[src/rtl/mem_access_sequencer.sv]
// rtl/mem_access_sequencer.sv - MEM-stage data-memory access sequencer
// Drives one 32-bit req/ack port from the EXE/MEM controls, splitting 64-bit stores into two beats.
module mem_access_sequencer #(
  parameter int WAIT_LIMIT = 16
) (
  input  logic        Clk,
  input  logic        Rst_n,
  input  logic        MemRead,
  input  logic        MemWrite,
  input  logic        MemWrite64,
  input  logic [31:0] Adrs_MEM,
  input  logic [31:0] Rt_data_MEM,
  input  logic [63:0] Rt_data64_MEM,
  output logic        mem_req,
  output logic        mem_we,
  output logic [31:0] mem_addr,
  output logic [31:0] mem_wdata,
  input  logic [31:0] mem_rdata,
  input  logic        mem_ack,
  output logic        Stall,
  output logic [31:0] Rd_data_MEM,
  output logic        Op_done,
  output logic        Mem_err
);

  localparam int CW = $clog2(WAIT_LIMIT);
  localparam logic [CW-1:0] CNT_LAST = CW'(WAIT_LIMIT - 1);

  typedef enum logic [2:0] {
    IDLE, RD, WR, WR_LO, WR_HI, COMPLETE
  } state_t;

  state_t        state, state_n;
  logic          req_n, we_n, err_flag, err_n;
  logic [31:0]   addr_n, wdata_n, rd_n;
  logic [CW-1:0] wait_cnt, cnt_n;
  logic          op_present, multi_op, beat_state;

  assign op_present = MemRead | MemWrite | MemWrite64;
  assign multi_op   = (MemRead & MemWrite) | (MemRead & MemWrite64) | (MemWrite & MemWrite64);
  assign beat_state = (state == RD) || (state == WR) || (state == WR_LO) || (state == WR_HI);

  assign Stall   = ((state == IDLE) && op_present) || beat_state;
  assign Op_done = (state == COMPLETE);
  assign Mem_err = (state == COMPLETE) && err_flag;

  always_ff @(posedge Clk or negedge Rst_n) begin
    if (!Rst_n) begin
      state       <= IDLE;
      mem_req     <= 1'b0;
      mem_we      <= 1'b0;
      mem_addr    <= 32'h0;
      mem_wdata   <= 32'h0;
      Rd_data_MEM <= 32'h0;
      err_flag    <= 1'b0;
      wait_cnt    <= '0;
    end else begin
      state       <= state_n;
      mem_req     <= req_n;
      mem_we      <= we_n;
      mem_addr    <= addr_n;
      mem_wdata   <= wdata_n;
      Rd_data_MEM <= rd_n;
      err_flag    <= err_n;
      wait_cnt    <= cnt_n;
    end
  end

  always_comb begin
    state_n = state;
    req_n   = mem_req;
    we_n    = mem_we;
    addr_n  = mem_addr;
    wdata_n = mem_wdata;
    rd_n    = Rd_data_MEM;
    err_n   = err_flag;
    cnt_n   = wait_cnt;
    case (state)
      IDLE: begin
        err_n = 1'b0;
        cnt_n = '0;
        if (op_present) begin
          // Illegal or misaligned ops retire through COMPLETE without touching memory
          if (multi_op || ((MemRead || MemWrite) && (Adrs_MEM[1:0] != 2'b00)) ||
              (MemWrite64 && (Adrs_MEM[2:0] != 3'b000))) begin
            err_n   = 1'b1;
            state_n = COMPLETE;
          end else begin
            req_n  = 1'b1;
            addr_n = Adrs_MEM;
            if (MemRead) begin
              we_n    = 1'b0;
              state_n = RD;
            end else if (MemWrite) begin
              we_n    = 1'b1;
              wdata_n = Rt_data_MEM;
              state_n = WR;
            end else begin
              we_n    = 1'b1;
              wdata_n = Rt_data64_MEM[31:0];
              state_n = WR_LO;
            end
          end
        end
      end
      RD, WR, WR_LO, WR_HI: begin
        if (mem_ack) begin
          cnt_n = '0;
          if (state == WR_LO) begin
            addr_n  = mem_addr + 32'd4;
            wdata_n = Rt_data64_MEM[63:32];
            state_n = WR_HI;
          end else begin
            if (state == RD) rd_n = mem_rdata;
            req_n   = 1'b0;
            state_n = COMPLETE;
          end
        end else if (wait_cnt == CNT_LAST) begin
          req_n   = 1'b0;
          err_n   = 1'b1;
          state_n = COMPLETE;
        end else begin
          cnt_n = wait_cnt + 1'b1;
        end
      end
      COMPLETE: state_n = IDLE;
      default:  state_n = IDLE;
    endcase
  end

endmodule

[config.mk]
export PLATFORM = sky130hd
export DESIGN_NAME = mem_access_sequencer
export DESIGN_NICKNAME = d
export VERILOG_FILES = /design/src/rtl/mem_access_sequencer.sv
export SDC_FILE = /design/constraint.sdc
export NUM_CORES = 1
export LEC_CHECK = 0
export ABC_AREA = 1
export CORE_ASPECT_RATIO = 0.8
export CORE_MARGIN = 5
export CORE_UTILIZATION = 39
export DETAILED_ROUTE_END_ITERATION = 10
export PLACE_DENSITY = 0.87
export SETUP_SLACK_MARGIN = 0.5
export SLEW_MARGIN = 20
export SYNTH_ARGS = -nofsm -noshare
export SYNTH_HDL_FRONTEND = slang
export SYNTH_SLANG_ARGS = --single-unit
export TNS_END_PERCENT = 10
[constraint.sdc]
create_clock -name Clk -period 1.61 [get_ports Clk]
set_input_delay 0.4025 -clock Clk [delete_from_list [all_inputs] [get_ports Clk]]
set_output_delay 0.4025 -clock Clk [all_outputs]
set_load 0.02 [all_outputs]
After elaboration in Yosys (flattened, before gate mapping)
Index checks and enable logic that the tools add are counted.
W data, S select, Z words.
- $add $sub $neg: 2
- $mul: 0
- divide/modulo/power cells: 0
- magnitude comparators: 0
- equal/unequal tests: 16
- shift operators: 0
- muxes and demuxes: 35
- bitwise gates (word level): 9
- reductions and logical operators: 24
- operators with widths (kind ; count):
    $mux W32 ; 10
    $pmux W32 S2 ; 2
    $add A32 B3 Y32 const B ; 1
    $ne A2 B2 Y1 const B ; 7
    $mux W1 ; 12
    $mux W3 ; 4
    $reduce_and A5 Y1 ; 2
    $ne A3 B3 Y1 const B ; 3
    $mux W4 ; 2
    $pmux W4 S2 ; 1
    $logic_or A1 B1 Y1 ; 7
    $eq A3 B2 Y1 const B ; 2
    $eq A3 B3 Y1 const B ; 2
    $pmux W3 S2 ; 1
    $reduce_and A3 Y1 ; 2
    $reduce_and A6 Y1 ; 1
    $add A4 B1 Y4 const B ; 1
    $eq A4 B4 Y1 const B ; 1
    $logic_and A1 B1 Y1 ; 4
    $or A1 B1 Y1 ; 4
    $pmux W1 S2 ; 2
    $reduce_and A2 Y1 ; 2
    $reduce_and A4 Y1 ; 1
    $reduce_bool A2 Y1 ; 2
    7 further kinds ; 10
- register bits after elaboration: 106
- latch bits: 0
- memory bits (writable): 0
- bits in read-only memories: 0
- input port bits: 166
- output and inout bits: 101
- word-level logic and storage cells: 94
- memories kept: 0

Depth between registers and ports, before layout
- word-level depth: 8
- mapped depth: 13
- depth with buffers taken out: 11

Worst setup path before layout
Ideal clock, no wire load.
- kind: reg-to-reg
- start: register mem_addr[2]
- end: register mem_addr[18]
- setup time: 0.117 ns
- data arrival time: 1.636 ns
- required time: 1.493 ns
- slack: -0.143 ns
- cell stages (with the launch flop): 11
- path buffers: 0
- clock period less this slack: 1.753 ns
- cells stage by stage: dfrtp_1 -> ha_1 -> nand2_1 -> nor2_1 -> nand2_1 -> nor2_1 -> nand2_1 -> nand3_1 -> nand2_1 -> nand2_1 -> nand2_1
- longest elaborated chain between the ends: 4
- ends and longest elaborated chain (item ; line ; text):
    start: declaration ; 16 ; output logic [31:0] mem_addr,
    start signal: assignment ; 61 ; mem_addr <= addr_n;
    $add A32 B3 Y32 ; 110 ; addr_n = mem_addr + 32'd4;
    $mux W32 ; 109 ; if (state == WR_LO) begin
    $mux W32 ; 107 ; if (mem_ack) begin
    $pmux W32 S2 ; 78 ; case (state)
Every way passes these cells. The select of a mux whose other input is x is not followed.
A chain may end at the register's enable or synchronous reset.

Final worst setup path
- start: register state[0]
- end: register mem_wdata[4]
- longest elaborated chain between the ends: 4
- elaborated cells on any way between the ends: 14
- those cells by class: eq/ne (9); mux (1); reduce/logical (4)
- ends and longest elaborated chain (item ; line ; text):
    start: declaration ; 33 ; state_t state, state_n;
    start signal: assignment ; 58 ; state <= state_n;
    $eq A3 B2 Y1 (tied with other cells) ; 78 ;
    $reduce_or A4 Y1 ; 78 ;
    $ne A2 B2 Y1 (no line) or $reduce_bool A2 Y1 (tied branches) ; -- ;
    $reduce_and A6 Y1 (no line) ; -- ;
    end signal: assignment ; 62 ; mem_wdata <= wdata_n;
    end: declaration ; 17 ; output logic [31:0] mem_wdata,
Several ways; a longest one is shown, not always the timed one.

==> metrics.txt <==
# TYPE chip_impl_metric gauge
chip_impl_metric{name="vias_per_cell",unit=""} 5.11
chip_impl_metric{name="critical_path_arrival",unit="ns"} 2.06
chip_impl_metric{name="max_cap_violations",unit=""} 0
chip_impl_metric{name="fin_setup_tns",unit="ns"} -8.98
chip_impl_metric{name="buffer_ports.inserted",unit=""} 266
chip_impl_info{name="r2r_end",value="mem_wdata[4]"} 1
chip_impl_info{name="critPathKind",value="reg2reg"} 1
chip_impl_info{name="setup.worst_path.start_class",value="flop"} 1
chip_impl_metric{name="start_util",unit="%"} 40.0
chip_impl_metric{name="first_pass_grt_wire_length",unit="um"} 34800
chip_impl_metric{name="clock_path_buffers",unit=""} 2
chip_impl_metric{name="clock_latency_of_the_later_clocked_register_in_the_worst_skew_pair",unit="ns"} 0.35
chip_impl_metric{name="ys_seq_area_share",unit="%"} 43.7
chip_impl_metric{name="setup_ws",unit="ns"} -0.206
chip_impl_metric{name="timing_worst_slew_pin_value",unit="ns"} 0.361
chip_impl_info{name="crit_path_end_kind",value="flop"} 1
chip_impl_metric{name="clkSlewWorstSetupHoldPaths",unit="ns"} 0.08
chip_impl_metric{name="clock_skew",unit="ns"} 0.00730
chip_impl_metric{name="report.power.total",unit="mW"} 22.3
chip_impl_metric{name="leakage",unit="nW"} 5.10
chip_impl_info{name="tritoncts_clock_tree",value="built"} 1
chip_impl_metric{name="fraction_of_final_layout_cells_with_drive_strength_greater_than_1",unit="%"} 25.6
chip_impl_metric{name="chipHeight",unit="um"} 122
chip_impl_info{name="most_frequent_standard_cell_in_the_layout_excluding_fill_and_tap_cells",value="nand2_1"} 1
chip_impl_metric{name="grt.overflow.total",unit=""} 0
chip_impl_metric{name="io_pins",unit=""} 267
chip_impl_metric{name="drt-total-wl",unit="um"} 23500
chip_impl_metric{name="final_max_slew_viol_count",unit=""} 0
chip_impl_metric{name="die-area",unit="mm^2"} 0.0182
chip_impl_metric{name="synth.net_count",unit=""} 1011
chip_impl_info{name="rsz0062_at_grt",value="yes"} 1
chip_impl_metric{name="crit_fanout",unit=""} 15
chip_impl_metric{name="drt_iter0_markers",unit=""} 529
chip_impl_metric{name="area_overhead_vs_synth",unit="%"} 73.3
chip_impl_metric{name="grt_pass1_vias",unit=""} 6739
chip_impl_metric{name="final_nets",unit=""} 1330
chip_impl_metric{name="tritoncts_num_sinks",unit=""} 106
chip_impl_info{name="hold_end",value="mem_wdata[24]"} 1
chip_impl_info{name="timing.hold.worst.class",value="reg2reg"} 1
chip_impl_metric{name="synth-warning-count",unit=""} 0
chip_impl_info{name="result_of_the_run",value="finished with violations"} 1
chip_impl_metric{name="nFillCells",unit=""} 1163
chip_impl_info{name="synth.largest_area_cell",value="dfrtp_1"} 1
chip_impl_metric{name="yosysTopAreaCellShare",unit="%"} 43.7
chip_impl_metric{name="ant_nets",unit=""} 0
chip_impl_metric{name="regToRegSetupSlack",unit="ns"} -0.21
chip_impl_metric{name="grt_util_all_layers",unit="%"} 23.9
chip_impl_metric{name="max_clock_freq",unit="GHz"} 0.551
chip_impl_metric{name="numCtsBuffers",unit=""} 9
chip_impl_info{name="hold_path_startpoint",value="mem_wdata[24]"} 1
chip_impl_metric{name="synth.cell_area",unit="mm^2"} 0.00607
chip_impl_metric{name="worst_slew_margin_rel",unit="%"} 75.9
chip_impl_metric{name="worst_ep_required_time",unit="ns"} 1.85
chip_impl_info{name="failed_checks",value="negative setup slack"} 1
chip_impl_metric{name="pin_count_of_the_biggest_net_entering_global_routing",unit=""} 58
chip_impl_metric{name="stdcell_area",unit="mm^2"} 0.0105
chip_impl_metric{name="worst_r2r_path_cells",unit=""} 13
chip_impl_info{name="worst_setup_path_startpoint",value="state[0]"} 1
chip_impl_metric{name="syn-instance-count",unit=""} 843
chip_impl_metric{name="period_share",unit="%"} 113
chip_impl_metric{name="final_period_minus_worst_setup_slack",unit="ns"} 1.82
chip_impl_metric{name="std_cell_rows",unit=""} 40
chip_impl_metric{name="final.hold.worst_slack",unit="ns"} 0.470
chip_impl_info{name="launch_instance_of_the_worst_register_to_register_path",value="state[0]"} 1
chip_impl_info{name="synthTopCellsByArea",value="dfrtp_1, nand2_1, nor2_1"} 1
chip_impl_metric{name="final-setup-viol-count",unit=""} 68
chip_impl_metric{name="dp.final_hpwl",unit="um"} 16400
chip_impl_info{name="layout.cells.most_common_list",value="nand2_1, clkdlybuf4s50_1, nor2_1, dfrtp_1, buf_6"} 1
chip_impl_metric{name="synth.distinct_cells",unit=""} 30
chip_impl_metric{name="routabilityCongestion",unit=""} 0.890
chip_impl_metric{name="drtPass1Iterations",unit=""} 6
chip_impl_metric{name="place_area",unit="mm^2"} 0.00945
chip_impl_metric{name="die_x",unit="um"} 150
chip_impl_metric{name="h-tree-depth",unit=""} 3
chip_impl_metric{name="pwr_density_cell",unit="mW/mm^2"} 2120
chip_impl_metric{name="remaining_drc_errors",unit=""} 0
chip_impl_metric{name="hold_depth",unit=""} 2
chip_impl_metric{name="vias",unit=""} 7046
chip_impl_metric{name="wire_per_inst",unit="um"} 17.1
chip_impl_metric{name="total_of_flip_flops_plus_latches_after_synthesis",unit=""} 106
chip_impl_metric{name="hold_violations",unit=""} 0
chip_impl_metric{name="max-vdd-ir-drop",unit="V"} 0.00110
chip_impl_metric{name="core_area",unit="mm^2"} 0.0152
chip_impl_metric{name="antenna_found_initial",unit=""} 1
chip_impl_metric{name="syn-mean-instance-area",unit="um^2"} 7.20
chip_impl_info{name="clk_root_buffer_cell",value="clkbuf_16"} 1
## metal layers
| layer | track usage [%] | wire, um |
|---|---|---|
| met5 | 0 | 0 |
| met4 | 6.69 | 529 |
| met3 | 6.55 | 2090 |
| met2 | 40.4 | 11500 |
| met1 | 30.2 | 9410 |
## sequential cells by signal (all words and copies together) (netlist names)
register,flops
Rd_data_MEM,32
mem_addr,32
mem_wdata,32
wait_cnt,4
state,3
err_flag,1
mem_req,1
mem_we,1
## worst max-delay path: stages (launching register included)
cell,delay (ns)
dfrtp_2,0.45
inv_2,0.11
nand2_2,0.08
nand2_4,0.08
buf_6,0.12
nand2_8,0.07
nor2_4,0.11
nor2_4,0.06
nand2_4,0.11
inv_8,0.07
buf_4,0.14
buf_12,0.14
nand3_1,0.08
nand2_1,0.06
## timing repair
item	CTS	global route
buffers inserted	11	3
pin swaps	9	8
endpoints found under the hold margin	19	0
gates resized for setup	585	74
hold buffers	1	0
gates cloned	6	1
endpoints found under the setup margin	207	207
## cells by family (layout without fill, tap and decap cells)
family                   after synthesis  count (layout)  synth area share (%)
AND/OR/NAND/NOR                      518             518                  34.6
adder cells (fa/ha/maj)                2               2                 0.412
buffers and inverters                102             426                  7.60
other                                  0               1                     0
flip-flops                           106             106                  43.7
AO/OA/AOI/OAI                         81              81                  7.48
multiplexers                          32              32                  5.93
XOR/XNOR                               2               2                 0.289
## power by group
| part | switching [mW] | internal [mW] | total (mW) | leakage [nW] |
|---|---|---|---|---|
| registers | 1.16 | 4.02 | 5.18 | 1.28 |
| clock network | 1.10 | 1.10 | 2.19 | 0.143 |
| logic | 7.81 | 7.12 | 14.9 | 3.68 |
## stage by stage
| step | cells | setup WS, ns | util [%] |
|---|---|---|---|
| after floorplan | 843 | 0.0816 | - |
| after global placement | 1339 | -0.656 | 62.3 |
| after detailed placement | 1339 | -0.679 | 62.3 |
| after CTS | 1373 | -0.164 | 68.2 |
| after global routing | 1378 | -0.268 | 69.4 |
| final | 1378 | -0.206 | 69.4 |
## how the worst max path moves through the flow
| stage | slack (ns) | endpoint | cells after the start |
|---|---|---|---|
| CTS | -0.16 | Mem_err | 4 |
| global placement | -0.66 | Stall | 8 |
| floorplan | 0.08 | mem_wdata[0] | 13 |
| global route | -0.27 | mem_wdata[4] | 13 |
| detailed placement | -0.68 | Stall | 8 |
| finish | -0.21 | mem_wdata[4] | 13 |
## cells in the mapped netlist
cell type  count
nor2_2         2
nand3b_1       3
nor3_1         1
mux2_2        32
ha_1           2
or2_2          1
nor4_1         1
clkbuf_1      18
o21ai_1       11
a21oi_1       16
buf_8          5
and2_1         1
nand2_1      297
xor2_1         1
o22ai_1        1
inv_2          4
nand4_1        1
inv_1         60
nand2_2        1
nor2_1       124
o21bai_1       3
nand2_4        3
xnor2_1        1
buf_1          2
buf_6          1
nand3_1       83
buf_2         12
o21ai_0       18
dfrtp_1      106
a31oi_1       32
## layout make-up
| class | instances | area, um^2 | share of cell area (%) |
|---|---|---|---|
| Antenna cell | 1 | 2.50 | 0.0238 |
| Clock buffer | 9 | 225 | 2.14 |
| Clock inverter | 7 | 72.6 | 0.690 |
| Inverter | 64 | 253 | 2.40 |
| Multi-Input combinational cell | 635 | 3420 | 32.5 |
| Sequential cell | 106 | 2660 | 25.3 |
| Tap cell | 210 | 263 | 2.50 |
| Timing Repair Buffer | 345 | 3620 | 34.4 |
| Timing Repair inverter | 1 | 6.26 | 0.0595 |
No activity file was read; power rests on OpenSTA's default activity.
